**src/rtl/axis_packet_source.sv**
```systemverilog
// AXI-Stream packet generator: each accepted length/seed command becomes one framed
// packet of cmd_len+1 beats carrying an incrementing data pattern.
module axis_packet_source #(
  parameter int unsigned DATA_WIDTH = 32,
  parameter int unsigned LEN_WIDTH  = 16,
  parameter int unsigned CNT_WIDTH  = 32
) (
  input  logic                  clk,
  input  logic                  reset,
  input  logic                  cmd_valid,
  output logic                  cmd_ready,
  input  logic [LEN_WIDTH-1:0]  cmd_len,
  input  logic [DATA_WIDTH-1:0] cmd_seed,
  output logic [DATA_WIDTH-1:0] m_axis_tdata,
  output logic                  m_axis_tlast,
  output logic                  m_axis_tvalid,
  input  logic                  m_axis_tready,
  output logic                  busy,
  output logic                  pkt_done,
  output logic [CNT_WIDTH-1:0]  beat_count,
  output logic [CNT_WIDTH-1:0]  pkt_count
);

  typedef enum logic {StIdle, StSend} state_e;

  state_e                state_q;
  logic                  tvalid_q;
  logic                  tlast_q;
  logic [DATA_WIDTH-1:0] tdata_q;
  logic [LEN_WIDTH-1:0]  remain_q;
  logic                  pkt_done_q;
  logic [CNT_WIDTH-1:0]  beat_count_q;
  logic [CNT_WIDTH-1:0]  pkt_count_q;

  logic beat_fire;
  logic last_fire;
  logic cmd_fire;

  assign beat_fire = tvalid_q && m_axis_tready;
  assign last_fire = beat_fire && tlast_q;
  // A new command is taken only while idle or as the final beat leaves.
  assign cmd_ready = (state_q == StIdle) || last_fire;
  assign cmd_fire  = cmd_valid && cmd_ready;

  always_ff @(posedge clk) begin
    if (reset) begin
      state_q      <= StIdle;
      tvalid_q     <= 1'b0;
      tlast_q      <= 1'b0;
      tdata_q      <= '0;
      remain_q     <= '0;
      pkt_done_q   <= 1'b0;
      beat_count_q <= '0;
      pkt_count_q  <= '0;
    end else begin
      pkt_done_q <= last_fire;
      if (beat_fire) beat_count_q <= beat_count_q + 1'b1;
      if (last_fire) pkt_count_q  <= pkt_count_q + 1'b1;

      unique case (state_q)
        StIdle: begin
          if (cmd_fire) begin
            state_q  <= StSend;
            tvalid_q <= 1'b1;
            tdata_q  <= cmd_seed;
            remain_q <= cmd_len;
            tlast_q  <= (cmd_len == '0);
          end
        end
        StSend: begin
          if (beat_fire) begin
            if (!tlast_q) begin
              tdata_q  <= tdata_q + 1'b1;
              remain_q <= remain_q - 1'b1;
              tlast_q  <= (remain_q == LEN_WIDTH'(1));
            end else if (cmd_fire) begin
              // Back-to-back packet: no idle beat between frames.
              tdata_q  <= cmd_seed;
              remain_q <= cmd_len;
              tlast_q  <= (cmd_len == '0);
            end else begin
              state_q  <= StIdle;
              tvalid_q <= 1'b0;
              tlast_q  <= 1'b0;
            end
          end
        end
        default: state_q <= StIdle;
      endcase
    end
  end

  assign m_axis_tdata  = tdata_q;
  assign m_axis_tlast  = tlast_q;
  assign m_axis_tvalid = tvalid_q;
  assign busy          = tvalid_q;
  assign pkt_done      = pkt_done_q;
  assign beat_count    = beat_count_q;
  assign pkt_count     = pkt_count_q;

endmodule
```
**config.mk**
```make
export PLATFORM = sky130hd
export DESIGN_NAME = axis_packet_source
export DESIGN_NICKNAME = d
export VERILOG_FILES = /design/src/rtl/axis_packet_source.sv
export SDC_FILE = /design/constraint.sdc
export NUM_CORES = 1
export LEC_CHECK = 0
export CAP_MARGIN = 40
export CORE_AREA = 5 5 89 153
export DETAILED_ROUTE_END_ITERATION = 6
export DIE_AREA = 0 0 94 158
export GPL_ROUTABILITY_DRIVEN = 1
export PLACE_DENSITY = 0.81
export SYNTH_ARGS = -nofsm -noshare
export SYNTH_HDL_FRONTEND = slang
export SYNTH_SLANG_ARGS = --single-unit
```
**constraint.sdc**
```tcl
create_clock -name clk -period 2.81 [get_ports clk]
set_clock_uncertainty 0.15 [all_clocks]
set_input_delay 0.4215 -clock clk [delete_from_list [all_inputs] [get_ports clk]]
set_output_delay 0.4215 -clock clk [all_outputs]
set_load 0.005 [all_outputs]
```
==> out/metrics.cfg <==
[placed_design]
dp.cells=1078
dp_slack_ns=0.0966
dp_hpwl_mm=13.9
io_buffer_count=152
gp_congestion=0.886

[synth]
synth-edff-count=0
yosysWarnings=0
syn_nets=818
avgSynthCellArea_sq_um=7.86
ys_seq_area_frac=0.388
async_flop_share=0
synthCells=761
ys_seq_elements=116
syn_area_sq_um=5980
synth_top_area_cell=dfxtp_1
synth.top_cells.by_area=dfxtp_1 39%, nor2_1 7.0%, xnor2_1 4.1%
yosys.cell_types.count=59
synth_top_area_frac=0.388
ys.flop_type=dfxtp_1

[setup_path]
slowest_delay_ns=0.68
critPathArrivalTime_ns=2.74
rrSetupSlack_ns=0.26
worstPathMaxFanout=9
cp.required_ns=3.00
cp_slowest_cell=or4_1
cp-start-kind=flop
critPathKind=reg -> reg
crit_path_end_kind=flop
crit_top_cell=or4_1
crit_path_cell_trace=nand4_1 > or4_1 > or4_1 > or3_1 > a21oi_1

[clock_network]
clk_path_buf_depth=2
cts_setup_buffers=0
cts_sinks=116
post_cts_resize_count=0
ctsHoldBuffers=0
tritoncts=done
insertion_delay_ns=0.42
numCtsBuffers=17
htreeDepth=4
path_clk_slew_ns=0.06
cts_root_buf=clkbuf_16

[run_status]
run_status=finished clean

[power_and_ir_drop]
power_density_nw_per_um2=528
vdd_drop_max_uv=468
p_leak_nw=2.94
power_w=0.00444

[die]
dieArea_sq_um=14900
io_pins=153
core_area_sq_um=12300
initial_core_util=0.487
fp.dieH_microns=158
rows=54
die_w_microns=94

[routing]
viasPerCell=5.89
first_pass_iters=5
vias=6541
totalWireLength_mm=19.3
wl_per_cell_microns=17.4
ant_nets=0
drt_iter0_markers=449
drcViolationCount=0

[worst_hold_path]
hp-class=in -> reg

[sta]
drv_slew=0
finalSetupViolCount=0
setup_tns_ns=0
min_period_ns=2.55
clock.fmax_mhz=392
slew_headroom=0.480
worstMarginPinSlew_ns=0.780
hold_violations=0
fin_crit_sh=0.908
fin_ws_ns=0.258
rsz0062_at_grt=no

[layout]
nets=986
final_common_cell=clkdlybuf4s50_1
final_cell_mix=151 x clkdlybuf4s50_1, 116 x dfxtp_1, 111 x nor2_1, 65 x nand2_1, 44 x a21oi_1
num-fill-cells=1042
multiInputGateArea_sq_um=3460
regArea_sq_um=2320
drive_gt1_frac=0.0881
n_antenna_cell=0
stdcell_count=1110
syn_to_final_growth_pct=40.5

[grt]
grt_start_max_net_pins=77
grt.total_usage=0.258
grt.met1_usage=0.283
met3_usage=0.0590
grt_util_met2=0.457
grt-ovfl-total=0
top_usage_layer=met2
antenna_found_initial=0
grt_pass1_wl_mm=30.6
grt_pass1_vias=6272

[flow_run]
drv_cap=0

[layout make-up]
class	count	share of cell area
clock buffers	17	0.0506
clock inverters	15	0.0156
inverters	11	0.00491
multi-input cells	591	0.411
flip-flops and latches	116	0.276
well taps	168	0.0250
repair buffers	192	0.216
[through the flow]
step	utilization	hold slack [ns]	instance area, sq um
final	0.684	0.256	8410
after global routing	0.684	0.288	8410
after CTS	0.684	0.249	8410
after detailed placement	0.638	0.333	7850
after global placement	0.638	0.317	7850
after floorplan	-	0.300	5980
[worst paths after layout]
kind                       start              to  cells after the start
setup / recovery   pkt_count[18]   pkt_count[31]                      5
hold / removal             reset   pkt_count[26]                      3
setup reg to reg   pkt_count[18]   pkt_count[31]                      5
hold reg to reg   beat_count[31]  beat_count[31]                      2
[logic make-up (layout without fill, tap and decap cells)]
group                      count (synthesis)  count (layout)  synth area share
AOI/OAI and AO/OA                        149             149             0.160
xor gates and xnor gates                  56              56            0.0820
adders and majority gates                  5               5            0.0105
buffers and inverters                     54             235            0.0351
DFF                                      116             116             0.388
muxes                                     11              11            0.0188
and+or+nand+nor                          370             370             0.306
[registers in the layout, summed over array words and instances (netlist names)]
register	flops
m_axis_tdata	32
beat_count	32
m_axis_tlast	1
remain_q	16
pkt_done	1
state_q	1
pkt_count	32
busy	1
[critical path, delay by kind of cell (launching register included)]
kind / cells / cell delay (ns)
AND/OR/NAND/NOR: 4 / 1.80
AO/OA/AOI/OAI: 1 / 0.13
flip-flops: 1 / 0.40
[synth_stat cells, types with 5 or more instances]
library cell,instances
nor3_1,29
and2_1,8
o22ai_1,12
inv_1,11
or3_1,13
nor2_1,111
clkbuf_1,36
nand3_1,41
o21ai_0,31
a21oi_1,45
a22oi_1,13
and3_1,16
nand4_1,31
ha_1,5
xor2_1,28
nand2_1,65
mux2i_1,9
or4_1,8
nor4_1,24
dfxtp_1,116
xnor2_1,28
[layer usage]
layer / share of wire / up-vias
met3: 0.070 / 71
met1: 0.36 / 3060
met4: 0.045 / 0
met2: 0.52 / 294
met5: 0 / -
li1: - / 3116
[report_power, final]
group	switching [W]	total [W]	internal [W]
registers	0.0000921	0.00180	0.00171
logic	0.000302	0.000602	0.000300
clock network	0.000872	0.00203	0.00116
total	0.00127	0.00444	0.00317
Power figures use the tool's default switching activity.
